$ cat src/rtl/keypad_event_decoder_pkg.sv
// keypad_pkg: shared widths, key-code constants and the lowest-set-bit
// encoder used by the keypad event decoder.
// Key codes follow the scanner layout: code = 4*row + column.
// Optional feature macro used elsewhere in this slice: KEYPAD_RELEASE_EVT_EN.
package keypad_pkg;

  localparam int KEY_W  = 16;
  localparam int CODE_W = 4;

  localparam logic [CODE_W-1:0] KEY_R0C0 = 4'd0;
  localparam logic [CODE_W-1:0] KEY_R0C1 = 4'd1;
  localparam logic [CODE_W-1:0] KEY_R0C2 = 4'd2;
  localparam logic [CODE_W-1:0] KEY_R0C3 = 4'd3;
  localparam logic [CODE_W-1:0] KEY_R1C0 = 4'd4;
  localparam logic [CODE_W-1:0] KEY_R1C1 = 4'd5;
  localparam logic [CODE_W-1:0] KEY_R1C2 = 4'd6;
  localparam logic [CODE_W-1:0] KEY_R1C3 = 4'd7;
  localparam logic [CODE_W-1:0] KEY_R2C0 = 4'd8;
  localparam logic [CODE_W-1:0] KEY_R2C1 = 4'd9;
  localparam logic [CODE_W-1:0] KEY_R2C2 = 4'd10;
  localparam logic [CODE_W-1:0] KEY_R2C3 = 4'd11;
  localparam logic [CODE_W-1:0] KEY_R3C0 = 4'd12;
  localparam logic [CODE_W-1:0] KEY_R3C1 = 4'd13;
  localparam logic [CODE_W-1:0] KEY_R3C2 = 4'd14;
  localparam logic [CODE_W-1:0] KEY_R3C3 = 4'd15;

  // Index of the lowest set bit; returns KEY_R0C0 for an all-zero vector,
  // so callers must qualify the result with |vec.
  function automatic logic [CODE_W-1:0] lowestSetBit(input logic [KEY_W-1:0] vec);
    logic [CODE_W-1:0] idx;
    idx = KEY_R0C0;
    for (int i = KEY_W - 1; i >= 0; i--) begin
      if (vec[i]) idx = CODE_W'(i);
    end
    return idx;
  endfunction

endpackage

$ cat src/rtl/keypad_event_decoder_if.sv
// keypad_event_decoder_if: key-code stream from the decoder to its consumer.
//   code        head key code (0..15)
//   code_valid  head is valid
//   code_ready  consumer accepts head
//   code_rel    1 = release event (only when KEYPAD_RELEASE_EVT_EN is defined)
// master = decoder (producer), slave = display/control logic (consumer).
interface keypad_event_decoder_if;
  import keypad_pkg::*;

  logic [CODE_W-1:0] code;
  logic              code_valid;
  logic              code_ready;
`ifdef KEYPAD_RELEASE_EVT_EN
  logic              code_rel;
`endif

  modport master (
    input  code_ready,
    output code,
    output code_valid
`ifdef KEYPAD_RELEASE_EVT_EN
    , output code_rel
`endif
  );

  modport slave (
    output code_ready,
    input  code,
    input  code_valid
`ifdef KEYPAD_RELEASE_EVT_EN
    , input code_rel
`endif
  );

endinterface

$ cat src/rtl/keypad_event_decoder_keycode_fifo.sv
// keycode_fifo: small show-ahead synchronous FIFO for key codes.
//   clk, rst     clock, asynchronous active-high reset
//   push_i       write pushData_i (accepted when not full, or when popping)
//   pop_i        drop head (ignored when empty)
//   full_o       no free entry
//   empty_o      no valid entry
//   popData_o    head entry, forced to 0 while empty
// Pointers carry one extra wrap bit to tell full from empty.
module keycode_fifo #(
  parameter int DEPTH = 4,
  parameter int WIDTH = 4
) (
  input  logic             clk,
  input  logic             rst,
  input  logic             push_i,
  input  logic [WIDTH-1:0] pushData_i,
  input  logic             pop_i,
  output logic             full_o,
  output logic             empty_o,
  output logic [WIDTH-1:0] popData_o
);

  localparam int AW = $clog2(DEPTH);

  logic [WIDTH-1:0] mem_q [DEPTH];
  logic [AW:0]      wrPtr_q, wrPtr_d;
  logic [AW:0]      rdPtr_q, rdPtr_d;
  logic             pushDo;
  logic             popDo;

  assign empty_o   = (wrPtr_q == rdPtr_q);
  assign full_o    = (wrPtr_q[AW] != rdPtr_q[AW]) && (wrPtr_q[AW-1:0] == rdPtr_q[AW-1:0]);
  assign popDo     = pop_i & ~empty_o;
  // A pop in the same cycle frees the slot the push lands in.
  assign pushDo    = push_i & (~full_o | popDo);
  assign popData_o = empty_o ? '0 : mem_q[rdPtr_q[AW-1:0]];

  // Pointer advance
  always_comb begin
    wrPtr_d = wrPtr_q;
    rdPtr_d = rdPtr_q;
    if (pushDo) wrPtr_d = wrPtr_q + 1'b1;
    if (popDo)  rdPtr_d = rdPtr_q + 1'b1;
  end

  // Pointer registers
  always_ff @(posedge clk or posedge rst) begin
    if (rst) begin
      wrPtr_q <= '0;
      rdPtr_q <= '0;
    end else begin
      wrPtr_q <= wrPtr_d;
      rdPtr_q <= rdPtr_d;
    end
  end

  // Storage needs no reset: entries are only visible between pointers
  always_ff @(posedge clk) begin
    if (pushDo) mem_q[wrPtr_q[AW-1:0]] <= pushData_i;
  end

endmodule

$ cat src/rtl/keypad_event_decoder.sv
// keypad_event_decoder: synchronises and debounces the 16 active-low keypad
// lines, turns press edges into 4-bit key codes and queues them.
//   clk, rst    clock, asynchronous active-high reset
//   key_raw     raw scanner vector, 0 = pressed (asynchronous)
//   pressed     debounced level, 1 = held
//   overflow    sticky: a press event merged with one still pending
//   bus         keypad_event_decoder_if.master (code/code_valid/code_ready[/code_rel])
// Optional: define KEYPAD_RELEASE_EVT_EN to also queue release events,
// widening FIFO entries with a release flag.
module keypad_event_decoder
  import keypad_pkg::*;
#(
  parameter int SAMPLE_DIV  = 50000,
  parameter int DEB_SAMPLES = 8,
  parameter int FIFO_DEPTH  = 4
) (
  input  logic                   clk,
  input  logic                   rst,
  input  logic [KEY_W-1:0]       key_raw,
  output logic [KEY_W-1:0]       pressed,
  output logic                   overflow,
  keypad_event_decoder_if.master bus
);

`ifdef KEYPAD_RELEASE_EVT_EN
  localparam int FIFO_W = CODE_W + 1;
`else
  localparam int FIFO_W = CODE_W;
`endif
  localparam int CNT_W = (SAMPLE_DIV > 1) ? $clog2(SAMPLE_DIV) : 1;

  logic [KEY_W-1:0]                  sync1_q, sync2_q;
  logic [CNT_W-1:0]                  tickCount_q;
  logic                              tick;
  logic [KEY_W-1:0][DEB_SAMPLES-1:0] hist_q, hist_d;
  logic [KEY_W-1:0]                  pressed_q, pressed_d;
  logic [KEY_W-1:0]                  pending_q, pending_d;
  logic [KEY_W-1:0]                  pressEvt, clrPress;
  logic                              overflow_q, overflow_d;
  logic                              pushReq;
  logic [FIFO_W-1:0]                 pushData;
  logic [CODE_W-1:0]                 selIdx;
  logic                              fifoFull, fifoEmpty, fifoPop;
  logic [FIFO_W-1:0]                 fifoHead;
`ifdef KEYPAD_RELEASE_EVT_EN
  logic [KEY_W-1:0]                  rpending_q, rpending_d;
  logic [KEY_W-1:0]                  relEvt, clrRel;
`endif

  assign tick     = (tickCount_q == CNT_W'(SAMPLE_DIV - 1));
  assign pressed  = pressed_q;
  assign overflow = overflow_q;
  assign fifoPop  = ~fifoEmpty & bus.code_ready;

  // Two-flop synchroniser; idle (released) level is 1
  always_ff @(posedge clk or posedge rst) begin
    if (rst) begin
      sync1_q <= '1;
      sync2_q <= '1;
    end else begin
      sync1_q <= key_raw;
      sync2_q <= sync1_q;
    end
  end

  // Sample-tick divider: tick asserted for one cycle at wrap
  always_ff @(posedge clk or posedge rst) begin
    if (rst)       tickCount_q <= '0;
    else if (tick) tickCount_q <= '0;
    else           tickCount_q <= tickCount_q + 1'b1;
  end

  // Debounce: a key changes level only after DEB_SAMPLES agreeing samples
  always_comb begin
    logic [DEB_SAMPLES-1:0] histNext;
    histNext  = '1;
    hist_d    = hist_q;
    pressed_d = pressed_q;
    if (tick) begin
      for (int i = 0; i < KEY_W; i++) begin
        histNext  = {hist_q[i][DEB_SAMPLES-2:0], sync2_q[i]};
        hist_d[i] = histNext;
        if (histNext == '0)  pressed_d[i] = 1'b1;
        else if (&histNext)  pressed_d[i] = 1'b0;
      end
    end
  end

  assign pressEvt = pressed_d & ~pressed_q;
`ifdef KEYPAD_RELEASE_EVT_EN
  assign relEvt   = pressed_q & ~pressed_d;
`endif

  // Encoder: one push per cycle, lowest key first, presses before releases
  always_comb begin
    pushReq  = 1'b0;
    pushData = '0;
    selIdx   = '0;
    clrPress = '0;
`ifdef KEYPAD_RELEASE_EVT_EN
    clrRel   = '0;
`endif
    if (|pending_q) begin
      pushReq  = 1'b1;
      selIdx   = lowestSetBit(pending_q);
      pushData = FIFO_W'(selIdx);
      if (~fifoFull | fifoPop) clrPress = KEY_W'(1) << selIdx;
    end
`ifdef KEYPAD_RELEASE_EVT_EN
    else if (|rpending_q) begin
      pushReq  = 1'b1;
      selIdx   = lowestSetBit(rpending_q);
      pushData = {1'b1, selIdx};
      if (~fifoFull | fifoPop) clrRel = KEY_W'(1) << selIdx;
    end
`endif
  end

  // Pending masks; an event landing on a still-pending bit is merged and flagged
  always_comb begin
    pending_d  = (pending_q & ~clrPress) | pressEvt;
    overflow_d = overflow_q | (|(pressEvt & pending_q & ~clrPress));
`ifdef KEYPAD_RELEASE_EVT_EN
    rpending_d = (rpending_q & ~clrRel) | relEvt;
    overflow_d = overflow_d | (|(relEvt & rpending_q & ~clrRel));
`endif
  end

  // Debounce and event state registers
  always_ff @(posedge clk or posedge rst) begin
    if (rst) begin
      hist_q     <= '1;
      pressed_q  <= '0;
      pending_q  <= '0;
      overflow_q <= 1'b0;
`ifdef KEYPAD_RELEASE_EVT_EN
      rpending_q <= '0;
`endif
    end else begin
      hist_q     <= hist_d;
      pressed_q  <= pressed_d;
      pending_q  <= pending_d;
      overflow_q <= overflow_d;
`ifdef KEYPAD_RELEASE_EVT_EN
      rpending_q <= rpending_d;
`endif
    end
  end

  keycode_fifo #(
    .DEPTH (FIFO_DEPTH),
    .WIDTH (FIFO_W)
  ) u_fifo (
    .clk        (clk),
    .rst        (rst),
    .push_i     (pushReq),
    .pushData_i (pushData),
    .pop_i      (fifoPop),
    .full_o     (fifoFull),
    .empty_o    (fifoEmpty),
    .popData_o  (fifoHead)
  );

  assign bus.code       = fifoHead[CODE_W-1:0];
  assign bus.code_valid = ~fifoEmpty;
`ifdef KEYPAD_RELEASE_EVT_EN
  assign bus.code_rel   = fifoHead[CODE_W];
`endif

endmodule

$ cat src/flat_wrapper.sv
// flat-port wrapper written by rule: the top's interface ports become plain ports
module keypad_event_decoder_flat import keypad_pkg::*;
#(
  parameter int SAMPLE_DIV  = 50000,
  parameter int DEB_SAMPLES = 8,
  parameter int FIFO_DEPTH  = 4
)
  (clk, rst, key_raw, pressed, overflow, bus_code_ready, bus_code, bus_code_valid);
  keypad_event_decoder_if bus_i ();
  input  logic clk;
  input  logic rst;
  input  logic [KEY_W-1:0] key_raw;
  output logic [KEY_W-1:0] pressed;
  output logic overflow;
  input wire logic [$bits(bus_i.code_ready)-1:0] bus_code_ready;
  output wire logic [$bits(bus_i.code)-1:0] bus_code;
  output wire logic [$bits(bus_i.code_valid)-1:0] bus_code_valid;
  assign bus_i.code_ready = bus_code_ready;
  assign bus_code = bus_i.code;
  assign bus_code_valid = bus_i.code_valid;
  keypad_event_decoder #(.SAMPLE_DIV(SAMPLE_DIV), .DEB_SAMPLES(DEB_SAMPLES), .FIFO_DEPTH(FIFO_DEPTH)) u_core (.clk(clk), .rst(rst), .key_raw(key_raw), .pressed(pressed), .overflow(overflow), .bus(bus_i));
endmodule
$ cat config.mk
export PLATFORM = sky130hd
export DESIGN_NAME = keypad_event_decoder_flat
export DESIGN_NICKNAME = d
export VERILOG_FILES = /design/src/rtl/keypad_event_decoder_pkg.sv /design/src/rtl/keypad_event_decoder_if.sv /design/src/rtl/keypad_event_decoder_keycode_fifo.sv /design/src/rtl/keypad_event_decoder.sv /design/src/flat_wrapper.sv
export SDC_FILE = /design/constraint.sdc
export NUM_CORES = 1
export LEC_CHECK = 0
export ABC_AREA = 1
export CORE_MARGIN = 1
export CORE_UTILIZATION = 56
export DETAILED_ROUTE_END_ITERATION = 8
export MAX_ROUTING_LAYER = met4
export PLACE_DENSITY = 0.75
export SYNTH_ARGS = -nofsm -noshare
export SYNTH_HDL_FRONTEND = slang
export SYNTH_SLANG_ARGS = --single-unit
$ cat constraint.sdc
create_clock -name clk -period 11.1 [get_ports clk]
set_input_delay 2.22 -clock clk [delete_from_list [all_inputs] [get_ports clk]]
set_output_delay 2.22 -clock clk [all_outputs]
set_load 0.01 [all_outputs]
==> flow_summary.yaml, run 1 <==
detailed_routing:
  wl_met1_mm: 8.152
  drc: 0
  vias: 6586
  dr.pass1.iters: 5
  top_layer: "met4"
  dr.first_iter.drc_count: 598
  wl_met2_mm: 7.878
  dr_wl_met3_um: 765
  wl_per_cell_um: 13.64
  viasPerCell: 5.298
  drt_wl_total_mm: 16.96
  drtAntennaViolNets: 0
cts:
  root_buffer: "clkbuf_16"
  post_cts_resized: 0
  htree_levels: 1
  numCtsBuffers: 23
  insertion_delay_ns: 0.50
  clockBufferDepth: 3
  ctsHoldBuffers: 0
  cts_num_sinks: 215
  path_clk_slew_ns: 0.06
  postCtsSetupBuffers: 0
  cts_tree: "built"
synth:
  synth_top_family_by_area: "simple AND/OR/NAND/NOR gates"
  synth_compound_area_share_pct: 8.316
  synth_xor_area_share_pct: 0.8617
  synthArstFlopShare_pct: 92.56
  yosys_warnings: 0
  syn_area_um2: 9148
  synth_edf_count: 16
  dominantRegCellSynth: "dfstp_2"
  synthCells: 969
  syn_avg_cell_area_um2: 9.440
  ys_ff_latch: 215
  synth-simple-area-share_pct: 22.27
  synth.net_count: 994
  synth_fa_ha_area_share_pct: 0.8207
  yosysUniqueCellTypes: 39
  synthMuxAreaShare_pct: 0
  ys_seq_area_share_pct: 61.66
die:
  design.die.area_um2: 16850
  die_h_um: 129.8
  rows: 46
  coreArea_um2: 15940
  initial_utilization_pct: 57.38
  io_pins: 41
  die_w_um: 129.8
finish:
  fin_cells: 1243
  seq_area_um2: 5640
  multi_input_area_um2: 2959
  fin_area_um2: 10460
  final_nets: 1035
  area_growth_pct: 14.32
  antenna-diode-count: 0
  num-fill-cells: 1273
  drive_above_1_share_pct: 20.55
  final_cell_mix: "nand2_1 (216), dfstp_2 (144), inv_1 (106)"
  fin_util_pct: 65.59
  layout_commonest_cell: "nand2_1"
pwr:
  p_int_w: 0.001545
  switchingPower_w: 0.0007626
  p_comb_share_pct: 27.0
  clkPwrFrac_pct: 31.3
  p_sw_share_pct: 33.05
  p_leak_nw: 4.380
  ir_drop_mv: 0.1650
  powerDensity_nw_per_um2: 220.6
  p_seq_share_pct: 41.8
timing:
  worst_slack_ns: 6.637
  tightestPinTransition_ns: 0.9346
  post-route-period-util_pct: 40.21
  period_minus_slack_ns: 4.463
  skew_ns: 0.01546
  hold_viol: 0
  max_freq_mhz: 224.0
  finalSetupViolations: 0
  slew_viol_final: 0
  fin_setup_tns_ns: 0
  rsz0062_at_grt: "false"
  slew_headroom_pct: 37.70
placed_design:
  io_buffers: 40
  dp_cells: 1201
  place_ws_ns: 6.758
  hpwl_mm: 10.85
  place_congestion: 0.8390
  placed_cell_area_um2: 9746
hold_path:
  hold_class: "reg -> reg"
job:
  max_cap_violations: 0
outcome:
  status: "finished, final reports clean"
setup_path:
  critPathKind: "reg -> out"
  startpoint_type: "flip-flop"
  arrival_ns: 2.24
  crit_path_end_kind: "primary output"
  critical_path.cell_chain: "clkinv_1, o21ai_0, o22ai_1, nand2_1, inv_1, clkdlybuf4s50_1"
  crit_path_max_fanout: 11
  cp_slowest_cell: "dfrtp_1"
  critPathMaxStageDelay_ns: 0.54
  crit_required_ns: 8.88
global_route:
  grt_pass1_wl_mm: 28.68
  grt_max_degree: 121
  antenna_found_initial: 0
  overflow: 0
  grt_pass1_vias: 6176
  grt_use_total_pct: 21.67
[cells in the mapped netlist, types with 6 or more instances]
library cell    n  area, µm²
xor2_1          6      52.55
inv_2           9      33.78
nor3_1         28      140.1
inv_1         107      401.6
nor4_1         25      156.4
a21oi_1        22      110.1
dfstp_2       144       3784
clkbuf_1       17      63.81
buf_2           7      35.03
o21ai_0       104      520.5
nand4_1        27      168.9
dfrtp_1        55       1376
nor2_1         73      274.0
ha_1            6      75.07
nand3_1        63      315.3
nand2_1       217      814.5
edfxtp_1       16      480.5
[final timing paths]
path / slack (ns) / startpoint / to / cells past startpoint
worst max-delay path: 6.64 / u_core.u_fifo.rdPtr_q[0]$_DFFE_PP0P_ / bus_code[1] / 6
worst min-delay path: 0.35 / u_core.sync1_q[14]$_DFF_PP1_ / u_core.sync2_q[14]$_DFF_PP1_ / 0
worst max register to register: 7.73 / u_core.tickCount_q[10]$_DFF_PP0_ / u_core.overflow$_DFF_PP0_ / 13
worst min register to register: 0.35 / u_core.sync1_q[14]$_DFF_PP1_ / u_core.sync2_q[14]$_DFF_PP1_ / 0
max in group asynchronous: 7.42 / rst / u_core.tickCount_q[12]$_DFF_PP0_ / 3
min in group asynchronous: 2.27 / rst / u_core.tickCount_q[8]$_DFF_PP0_ / 2
[metrics by stage]
stage,hold slack (ns),total power [W]
finish,0.3472,0.002307
global route,0.3504,0.002442
CTS,0.3479,0.002323
detailed placement,0.3468,0.001592
global placement,0.3457,0.001575
floorplan,0.3452,0.001417
[state kept, by name, indices dropped and copies added (netlist names)]
register and count:
u_core.sync1_q 16, u_core.overflow 1, u_core.u_fifo.rdPtr_q 3, u_core.u_fifo.wrPtr_q 3
u_core.hist_q 112, u_core.tickCount_q 16, u_core.sync2_q 16, u_core.pressed 16
u_core.pending_q 16, u_core.u_fifo.mem_q 16
[metal layers]
metal	global-route usage (%)	vias to the layer above
met1	29.76	3175
met4	4.925	0
met2	33.97	124
met5	-	-
met3	3.690	14
li1	-	3273
[critical path, delay by kind of cell, from the launching register on]
family,cells,cell delay (ns)
AOI/OAI and AO/OA,2,0.32
buffers and inverters,3,0.81
DFF,1,0.54
and+or+nand+nor,1,0.06
[final cells by class]
type,instances,area share (%)
clock inverters,10,0.9811
multi-input cells,609,28.30
inverters,118,4.331
repair buffers,43,4.044
flip-flops and latches,215,53.94
clock buffers,32,5.827
well taps,216,2.584
[logic make-up after synthesis]
group,after synthesis
simple gates,453
xor+xnor,9
buf+inv,145
flops,215
compound gates,141
fa+ha+maj,6
[power by group through the flow]
| stage | Clock (W) | Combinational, W | Sequential, W |
|---|---|---|---|
| after global routing | 0.000774 | 0.000697 | 0.000971 |
| after CTS | 0.000740 | 0.000619 | 0.000964 |
| after detailed placement | 0 | 0.000616 | 0.000976 |
| after global placement | 0 | 0.000601 | 0.000974 |
| after floorplan | 0 | 0.000460 | 0.000958 |
| final | 0.000721 | 0.000623 | 0.000963 |
No activity file was read; power rests on OpenSTA's default activity.
==> inputs of run 2 (changes only) <==
Settings changed: CORE_UTILIZATION 56 to 54.
Clock period 11.1 ns to 4.1 ns, I/O delays scaled along.
==> run 2 against run 1 <==
Power increased to 2.8 times the previous value; critical path depth is the same; clock power rose to 2.8 times the previous value; clock-buffer cell count rose by 2; worst hold slack better by 0.0067 ns; sequential cell count is the same; clock skew shrank 0.0021 ns; global-route usage rose by 0.086 points; routed wire length increased by 2.6%; final area is 1.2% higher; critical endpoint unchanged; highest routed layer unchanged.
==> flow_summary.yaml, run 2 (synthesis gave the netlist of run 1 again) <==
detailed_routing:
  dr.pass1.iters: 5
  drt_wl_total_mm: 17.40
  dr.first_iter.drc_count: 505
  viasPerCell: 5.242
  wl_per_cell_um: 13.90
  vias: 6563
  drc: 0
  drtAntennaViolNets: 0
cts:
  insertion_delay_ns: 0.51
  root_buffer: "clkbuf_16"
  clockBufferDepth: 3
  post_cts_resized: 0
  numCtsBuffers: 23
  cts_tree: "built"
  htree_levels: 1
  path_clk_slew_ns: 0.06
  postCtsSetupBuffers: 0
  ctsHoldBuffers: 0
  cts_num_sinks: 215
setup_path:
  crit_path_max_fanout: 11
  startpoint_type: "flip-flop"
  critPathKind: "reg -> out"
  crit_path_end_kind: "primary output"
  crit_required_ns: 3.28
  arrival_ns: 2.23
  reg2reg_setup_slack_ns: 1.37
finish:
  final_nets: 1040
  antenna-diode-count: 0
  multi_input_area_um2: 2959
  area_growth_pct: 15.69
  seq_area_um2: 5640
  final_cell_mix: "nand2_1 (216), dfstp_2 (144), inv_1 (106)"
  num-fill-cells: 1333
  layout_commonest_cell: "nand2_1"
  regMostFlops: "u_core.hist_q"
  largest_reg_flops: 112
  drive_above_1_share_pct: 21.41
die:
  initial_utilization_pct: 55.16
  coreArea_um2: 16580
  design.die.area_um2: 17460
  die_h_um: 132.2
  rows: 47
  io_pins: 41
  die_w_um: 132.2
pwr:
  design_power_total_w: 0.006360
  ir_drop_mv: 0.4276
  powerDensity_nw_per_um2: 601.0
  p_leak_nw: 4.439
timing:
  post-route-period-util_pct: 74.29
  fin_setup_tns_ns: 0
  worst_slack_ns: 1.054
  slew_headroom_pct: 39.73
  slew_viol_final: 0
  tightestPinTransition_ns: 0.9041
  rsz0062_at_grt: "false"
  max_freq_mhz: 328.3
  skew_ns: 0.01336
  hold_viol: 0
  finalSetupViolations: 0
  period_minus_slack_ns: 3.046
hold_path:
  hold_class: "reg -> reg"
placed_design:
  io_buffers: 40
  hpwl_mm: 11.58
  place_ws_ns: 1.468
  place_congestion: 0.8523
outcome:
  status: "finished, final reports clean"
global_route:
  grt_use_total_pct: 21.76
  grt_pass1_wl_mm: 29.99
  grt_pass1_vias: 6313
  use_met1_pct: 29.59
  antenna_found_initial: 0
  overflow: 0
  grt_max_degree: 105
  grtUsageMet2_pct: 34.10
  top_usage_layer: "met2"
  grt_use_met3_pct: 3.230
job:
  max_cap_violations: 0
-- run 2: where the power goes --
group | internal [W] | switching, W | total [W]
Combinational | 0.000546 | 0.00116 | 0.00171
Clock | 0.00123 | 0.000811 | 0.00204
Sequential | 0.00248 | 0.000137 | 0.00261
Total | 0.00425 | 0.00211 | 0.00636
-- run 2: path summary, 6_finish.rpt --
kind	start	cells after the start	to
setup reg to reg	u_core.tickCount_q[11]$_DFF_PP0_	13	u_core.overflow$_DFF_PP0_
setup / recovery	u_core.u_fifo.rdPtr_q[0]$_DFFE_PP0P_	6	bus_code[1]
hold reg to reg	u_core.sync1_q[5]$_DFF_PP1_	0	u_core.sync2_q[5]$_DFF_PP1_
hold / removal	u_core.sync1_q[5]$_DFF_PP1_	0	u_core.sync2_q[5]$_DFF_PP1_
min in group asynchronous	rst	2	u_core.tickCount_q[15]$_DFF_PP0_
max in group asynchronous	rst	3	u_core.hist_q[126]$_DFFE_PP1N_
-- run 2: critical path: stages (launching register included) --
cell and delay, ns:
dfrtp_1 0.53, clkinv_1 0.29, o21ai_0 0.21, o22ai_1 0.10, nand2_1 0.08, inv_1 0.04, clkdlybuf4s50_1 0.46
-- run 2: per-stage QoR --
stage,cell area (µm²),hold slack (ns),instances,utilization [%]
global route,10580,0.3513,1252,63.81
finish,10580,0.3539,1252,63.81
global placement,9822,0.3456,1210,59.23
floorplan,9151,0.3452,969,-
CTS,10580,0.3515,1252,63.81
detailed placement,9822,0.3468,1210,59.23
-- run 2: final cells by class --
| class | instances | share of cell area, % |
|---|---|---|
| clock inverter | 8 | 0.6857 |
| timing repair buffer | 48 | 4.706 |
| tap | 220 | 2.601 |
| multi-input combinational | 609 | 27.96 |
| inverter | 118 | 4.245 |
| clock buffer | 34 | 6.503 |
| sequential | 215 | 53.30 |
-- run 2: metal layers --
| metal | vias to the layer above | routed length, µm |
|---|---|---|
| met3 | 31 | 703 |
| met5 | - | 0 |
| li1 | 3290 | - |
| met4 | 0 | 351 |
| met2 | 140 | 8231 |
| met1 | 3102 | 8113 |
